File: src/rtl/bp_replace.sv
// bp_replace: bad-pixel replacement stage with a one-line buffer.
// Each flagged pixel is replaced with a value built from its already-corrected
// left (L) and upper (U) neighbours. Per-frame bad-pixel totals are reported
// when the frame ends.
// Ports:
//   i_clk, i_rst_n      clock, asynchronous active-low reset
//   i_data/i_hs/i_vs    corrected pixel stream (i_hs = pixel valid, i_vs = frame)
//   i_bp_type           current pixel is bad (qualified by i_hs)
//   i_bypass            disable replacement, sampled at i_vs rising edge
//   o_data/o_hs/o_vs    output stream, fixed 2-cycle latency
//   o_bp_cnt/_vld       bad-pixel count of the last completed frame + update pulse
module bp_replace #(
    parameter int unsigned IMAGE_WIDE_LENGTH = 256,
    parameter int unsigned IMAGE_HIGH_LENGTH = 192,
    parameter int unsigned DW                = 16
) (
    input  logic          i_clk,
    input  logic          i_rst_n,
    input  logic [DW-1:0] i_data,
    input  logic          i_hs,
    input  logic          i_vs,
    input  logic          i_bp_type,
    input  logic          i_bypass,
    output logic [DW-1:0] o_data,
    output logic          o_hs,
    output logic          o_vs,
    output logic [15:0]   o_bp_cnt,
    output logic          o_bp_cnt_vld
);

    localparam int unsigned CW = $clog2(IMAGE_WIDE_LENGTH);
    localparam int unsigned RW = $clog2(IMAGE_HIGH_LENGTH);
    localparam int unsigned BW = 16;
    localparam logic [CW-1:0] COL_MAX = CW'(IMAGE_WIDE_LENGTH - 1);
    localparam logic [RW-1:0] ROW_MAX = RW'(IMAGE_HIGH_LENGTH - 1);
    localparam logic [BW-1:0] CNT_MAX = {BW{1'b1}};

    // Frame/line tracking
    logic          vs_prev_q, vs_prev_d;
    logic          hs_prev_q, hs_prev_d;
    logic          frame_active_q, frame_active_d;
    logic          bypass_q, bypass_d;
    logic [CW-1:0] col_q, col_d;
    logic          col_ovf_q, col_ovf_d;
    logic [RW-1:0] row_q, row_d;
    logic [BW-1:0] cnt_q, cnt_d;

    // Stage 1: registered input alongside the line-buffer read
    logic [DW-1:0] s1_data_q, s1_data_d;
    logic          s1_hs_q, s1_hs_d;
    logic          s1_vs_q, s1_vs_d;
    logic          s1_bad_q, s1_bad_d;
    logic          s1_row_nz_q, s1_row_nz_d;
    logic          s1_col_nz_q, s1_col_nz_d;
    logic          s1_wr_q, s1_wr_d;
    logic [CW-1:0] s1_col_q, s1_col_d;

    // Stage 2: output registers, left-neighbour register, line-buffer write port
    logic [DW-1:0] l_q, l_d;
    logic [DW-1:0] o_data_q, o_data_d;
    logic          o_hs_q, o_hs_d;
    logic          o_vs_q, o_vs_d;
    logic          wr_en_q, wr_en_d;
    logic [CW-1:0] wr_col_q, wr_col_d;
    logic [BW-1:0] o_bp_cnt_q, o_bp_cnt_d;
    logic          o_bp_cnt_vld_q, o_bp_cnt_vld_d;

    logic [DW-1:0] lb_rd_q;
    logic [DW-1:0] line_mem [IMAGE_WIDE_LENGTH];

    logic          vs_rise_c, vs_fall_c, hs_fall_c, bp_hit_c;
    logic [BW-1:0] cnt_inc_c;
    logic [DW:0]   sum_c;
    logic [DW-1:0] repl_c;

    assign vs_rise_c = i_vs & ~vs_prev_q;
    assign vs_fall_c = ~i_vs & vs_prev_q;
    assign hs_fall_c = ~i_hs & hs_prev_q;
    assign bp_hit_c  = i_hs & i_bp_type & frame_active_q;
    assign cnt_inc_c = (bp_hit_c && (cnt_q != CNT_MAX)) ? cnt_q + BW'(1) : cnt_q;

    // Average of L and U in DW+1 bits, truncated
    assign sum_c = {1'b0, l_q} + {1'b0, lb_rd_q};

    // Replacement selection for the pixel in stage 1
    always_comb begin
        repl_c = s1_data_q;
        if (s1_bad_q) begin
            case ({s1_row_nz_q, s1_col_nz_q})
                2'b11:   repl_c = sum_c[DW:1];
                2'b01:   repl_c = l_q;
                2'b10:   repl_c = lb_rd_q;
                default: repl_c = s1_data_q;
            endcase
        end
    end

    // Next-state logic
    always_comb begin
        vs_prev_d      = i_vs;
        hs_prev_d      = i_hs;
        frame_active_d = frame_active_q;
        bypass_d       = bypass_q;
        col_d          = col_q;
        col_ovf_d      = col_ovf_q;
        row_d          = row_q;
        cnt_d          = cnt_inc_c;
        o_bp_cnt_d     = o_bp_cnt_q;
        o_bp_cnt_vld_d = 1'b0;

        // Column counter saturates; pixels after the last column are flagged overflow
        if (i_hs) begin
            if (col_q == COL_MAX) begin
                col_ovf_d = 1'b1;
            end else begin
                col_d = col_q + CW'(1);
            end
        end else if (hs_fall_c) begin
            col_d     = '0;
            col_ovf_d = 1'b0;
        end

        if (vs_rise_c) begin
            row_d = '0;
        end else if (hs_fall_c && (row_q != ROW_MAX)) begin
            row_d = row_q + RW'(1);
        end

        if (vs_rise_c) begin
            frame_active_d = 1'b1;
            bypass_d       = i_bypass;
        end else if (vs_fall_c) begin
            frame_active_d = 1'b0;
        end

        // Frame end: publish the count including a bad pixel in this same cycle
        if (vs_fall_c) begin
            cnt_d = '0;
            if (frame_active_q) begin
                o_bp_cnt_d     = cnt_inc_c;
                o_bp_cnt_vld_d = 1'b1;
            end
        end

        s1_data_d   = i_data;
        s1_hs_d     = i_hs;
        s1_vs_d     = i_vs;
        s1_bad_d    = bp_hit_c & ~bypass_q & ~col_ovf_q;
        s1_row_nz_d = (row_q != '0);
        s1_col_nz_d = (col_q != '0);
        s1_wr_d     = i_hs & ~col_ovf_q;
        s1_col_d    = col_q;

        o_data_d = repl_c;
        o_hs_d   = s1_hs_q;
        o_vs_d   = s1_vs_q;
        // L only follows valid pixels so blank cycles do not disturb it
        l_d      = s1_hs_q ? repl_c : l_q;
        wr_en_d  = s1_hs_q & s1_wr_q;
        wr_col_d = s1_col_q;
    end

    // State registers
    always_ff @(posedge i_clk or negedge i_rst_n) begin
        if (!i_rst_n) begin
            // vs_prev resets high so a reset in mid-frame cannot fake a rising edge
            vs_prev_q      <= 1'b1;
            hs_prev_q      <= 1'b0;
            frame_active_q <= 1'b0;
            bypass_q       <= 1'b0;
            col_q          <= '0;
            col_ovf_q      <= 1'b0;
            row_q          <= '0;
            cnt_q          <= '0;
            s1_data_q      <= '0;
            s1_hs_q        <= 1'b0;
            s1_vs_q        <= 1'b0;
            s1_bad_q       <= 1'b0;
            s1_row_nz_q    <= 1'b0;
            s1_col_nz_q    <= 1'b0;
            s1_wr_q        <= 1'b0;
            s1_col_q       <= '0;
            l_q            <= '0;
            o_data_q       <= '0;
            o_hs_q         <= 1'b0;
            o_vs_q         <= 1'b0;
            wr_en_q        <= 1'b0;
            wr_col_q       <= '0;
            o_bp_cnt_q     <= '0;
            o_bp_cnt_vld_q <= 1'b0;
        end else begin
            vs_prev_q      <= vs_prev_d;
            hs_prev_q      <= hs_prev_d;
            frame_active_q <= frame_active_d;
            bypass_q       <= bypass_d;
            col_q          <= col_d;
            col_ovf_q      <= col_ovf_d;
            row_q          <= row_d;
            cnt_q          <= cnt_d;
            s1_data_q      <= s1_data_d;
            s1_hs_q        <= s1_hs_d;
            s1_vs_q        <= s1_vs_d;
            s1_bad_q       <= s1_bad_d;
            s1_row_nz_q    <= s1_row_nz_d;
            s1_col_nz_q    <= s1_col_nz_d;
            s1_wr_q        <= s1_wr_d;
            s1_col_q       <= s1_col_d;
            l_q            <= l_d;
            o_data_q       <= o_data_d;
            o_hs_q         <= o_hs_d;
            o_vs_q         <= o_vs_d;
            wr_en_q        <= wr_en_d;
            wr_col_q       <= wr_col_d;
            o_bp_cnt_q     <= o_bp_cnt_d;
            o_bp_cnt_vld_q <= o_bp_cnt_vld_d;
        end
    end

    // Line buffer: read at the stage-0 column, write stage-2 output at its column
    always_ff @(posedge i_clk) begin
        lb_rd_q <= line_mem[col_q];
        if (wr_en_q) begin
            line_mem[wr_col_q] <= o_data_q;
        end
    end

    assign o_data       = o_data_q;
    assign o_hs         = o_hs_q;
    assign o_vs         = o_vs_q;
    assign o_bp_cnt     = o_bp_cnt_q;
    assign o_bp_cnt_vld = o_bp_cnt_vld_q;

endmodule
File: config.mk
export PLATFORM = sky130hd
export DESIGN_NAME = bp_replace
export DESIGN_NICKNAME = d
export VERILOG_FILES = /design/src/rtl/bp_replace.sv
export SDC_FILE = /design/constraint.sdc
export NUM_CORES = 2
export LEC_CHECK = 0
export CORE_MARGIN = 8
export CORE_UTILIZATION = 30
export DETAILED_ROUTE_END_ITERATION = 10
export GPL_ROUTABILITY_DRIVEN = 1
export HOLD_SLACK_MARGIN = 0.15
export PLACE_DENSITY_LB_ADDON = 0.3
export SYNTH_ARGS = -nofsm -noshare
export SYNTH_HDL_FRONTEND = slang
export SYNTH_SLANG_ARGS = --single-unit
File: constraint.sdc
create_clock -name i_clk -period 7.6 [get_ports i_clk]
set_input_delay 1.52 -clock i_clk [delete_from_list [all_inputs] [get_ports i_clk]]
set_output_delay 1.52 -clock i_clk [all_outputs]
set_load 0.005 [all_outputs]
==> flow_summary.ini <==
[routing]
drtPass1Iterations = 6
drt-total-wl_mm = 500
drc = 0
detail-route-antenna-nets = 0
wl_per_cell_um = 31.4
viasPerCell = 5.31
drt-initial-drc-count = 11600
vias = 84500

[sta]
fin_crit_ns = 5.15
clock.fmax_mhz = 194
finalMaxSlewViolations = 0
finalSetupViolCount = 0
tns_ns = 0
period_share_pct = 67.7
finalClockSkew_ns = 0.0974
worst_pin_slew_ns = 1.40
max_slew_margin_pct = 5.79
rsz0062_at_grt = no
final_hold_viol_count = 0

[clocking]
ctsResizeCount = 0
clkSinkCount = 4238
clkTransAtPathRegs_ns = 0.06
postCtsHoldBufs = 0
clkLatencyLatePin_ns = 1.03
htree_num_levels = 5
post-cts-setup-buffers = 0
ctsRootBufferMaster = clkbuf_16
cts_tree = built
cts_inserted_buffers = 428
clockBufferDepth = 4

[logic_synthesis]
synthesis.nets = 7880
ys_seq_elements = 4238
yosys.area_share.simple_pct = 2.27
ys_warn_count = 0
synth_top_family_by_area = multiplexers
synth-xor-area-share_pct = 0.182
synth_area_mm2 = 0.164
synth_edf_count = 4096
ys_types = 77
synth_ff_type = edfxtp_1
avgSynthCellArea_um2 = 20.9
seq_area_frac_synth_pct = 77.2
synth_compound_area_share_pct = 3.94
async_reset_ff_share_pct = 2.97
synth_fa_ha_area_share_pct = 0.180
synthMuxAreaShare_pct = 14.6
syn_inst = 7835

[setup_path]
cp_max_fo = 96
crit_type = flip-flop to flip-flop
crit_path_end_kind = flip-flop
crit_arrival_ns = 6.06
cp.required_ns = 8.51
startpoint_type = flip-flop

[cells_and_area]
final_cell_mix = edfxtp_1 (4,096), mux4_2 (870), clkbuf_16 (433)
mostFrequentLayoutCell = edfxtp_1
area.growth.synth_to_final_pct = 15.4
fin_util_pct = 34.7
layout-drive-gt1-share_pct = 24.7
nets = 8363

[placed_design]
dp_hpwl_mm = 303
port_buffers = 56
gp_congestion = 0.831

[die]
io-pin-count = 57
start_util_pct = 30.1
die_w_um = 755
dieArea_mm2 = 0.570
fp-row-count = 271
die_y_um = 755
core_area_mm2 = 0.544

[power]
leakagePower_nw = 58.6
ir_drop_v = 0.000221
fin_total_pwr_mw = 57.9
pwr_density_cell_mw_per_mm2 = 306

[global_route]
grt_max_degree = 176
antenna_found_initial = 44
grt_pass1_wl_mm = 691
grt_overflow_total = 0
grt_pass1_vias = 84300
track_usage_pct = 16.9

[outcome]
status = completed

[min_path]
hold_class = flip-flop to flip-flop

[flow_run]
drv_cap = 0
-- report_power, final --
group	switching (mW)	internal (mW)
clock	9.01	12.0
sequential	0.607	27.0
combinational	6.24	3.05
total	15.9	42.0
-- registers in the layout (all words and copies together), names as in the netlist, 16 cells and up --
register   count
cnt_q         16
lb_rd_q       16
o_data        16
line_mem    4096
l_q           16
o_bp_cnt      16
s1_data_q     16
-- metrics by stage --
step | hold slack [ns] | area [µm²] | setup slack [ns] | instances
floorplan | 0.331 | 164000 | 2.88 | 7835
global placement | 0.332 | 175000 | 1.40 | 15100
detailed placement | 0.336 | 175000 | 2.68 | 15100
CTS | 0.336 | 189000 | 2.61 | 15900
global route | 0.345 | 189000 | 2.51 | 15900
finish | 0.340 | 189000 | 2.45 | 15900
-- cell usage after synthesis (81+ instances only) --
| cell | n | share of area, % |
|---|---|---|
| nor2_1 | 397 | 0.91 |
| a22oi_1 | 177 | 0.81 |
| clkbuf_1 | 212 | 0.49 |
| nand3_1 | 87 | 0.27 |
| nand2_1 | 177 | 0.41 |
| o21ai_0 | 114 | 0.35 |
| buf_2 | 81 | 0.25 |
| edfxtp_1 | 4096 | 75 |
| a21oi_1 | 175 | 0.53 |
| mux2i_1 | 400 | 2.4 |
| a221oi_1 | 159 | 0.85 |
| mux4_2 | 870 | 12 |
| dfrtp_1 | 125 | 1.9 |
-- worst paths after layout --
check	from	cells past startpoint	slack [ns]	endpoint
setup / recovery	col_q[1]	10	2.45	lb_rd_q[9]
setup reg to reg	col_q[1]	10	2.45	lb_rd_q[9]
max in group asynchronous	i_rst_n	2	5.87	cnt_q[12]
hold / removal	s1_col_q[0]	0	0.34	wr_col_q[0]
hold reg to reg	s1_col_q[0]	0	0.34	wr_col_q[0]
min in group asynchronous	i_rst_n	1	0.50	s1_data_q[13]
-- kinds of logic after synthesis --
family                     after synthesis
DFF                                   4238
muxes                                 1292
AOI/OAI and AO/OA                      916
and+or+nand+nor                        847
buffers and inverters                  485
xor gates and xnor gates                34
adders and majority gates               23
-- worst max-delay path, stage by stage, from the launching register on --
cell	delay [ns]
dfrtp_4	0.73
buf_4	0.54
nor2_4	0.08
buf_12	0.24
buf_4	0.47
a221oi_1	0.42
o21ai_0	0.15
a211oi_1	0.77
nor4_1	0.23
a211oi_1	0.92
a211o_1	0.20
-- layout make-up --
cell class	count	area, µm²
inverters	27	111
flip-flops and latches	4238	127000
multi-input cells	3112	35100
diodes	11	27.5
clock inverters	239	2480
fillers	50400	355000
repair buffers	511	4290
clock buffers	552	11400
well taps	7234	9050
-- per-layer routing --
layer | part of all wire [%] | global-route usage (%) | vias up | wire [µm]
met1 | 42 | 23.7 | 45800 | 209000
met5 | 0.023 | 0 | - | 115
li1 | - | - | 33800 | -
met3 | 9.0 | 3.50 | 770 | 45000
met2 | 45 | 26.3 | 4069 | 228000
met4 | 3.8 | 5.67 | 16 | 18800
(Power assumes the default switching activity.)
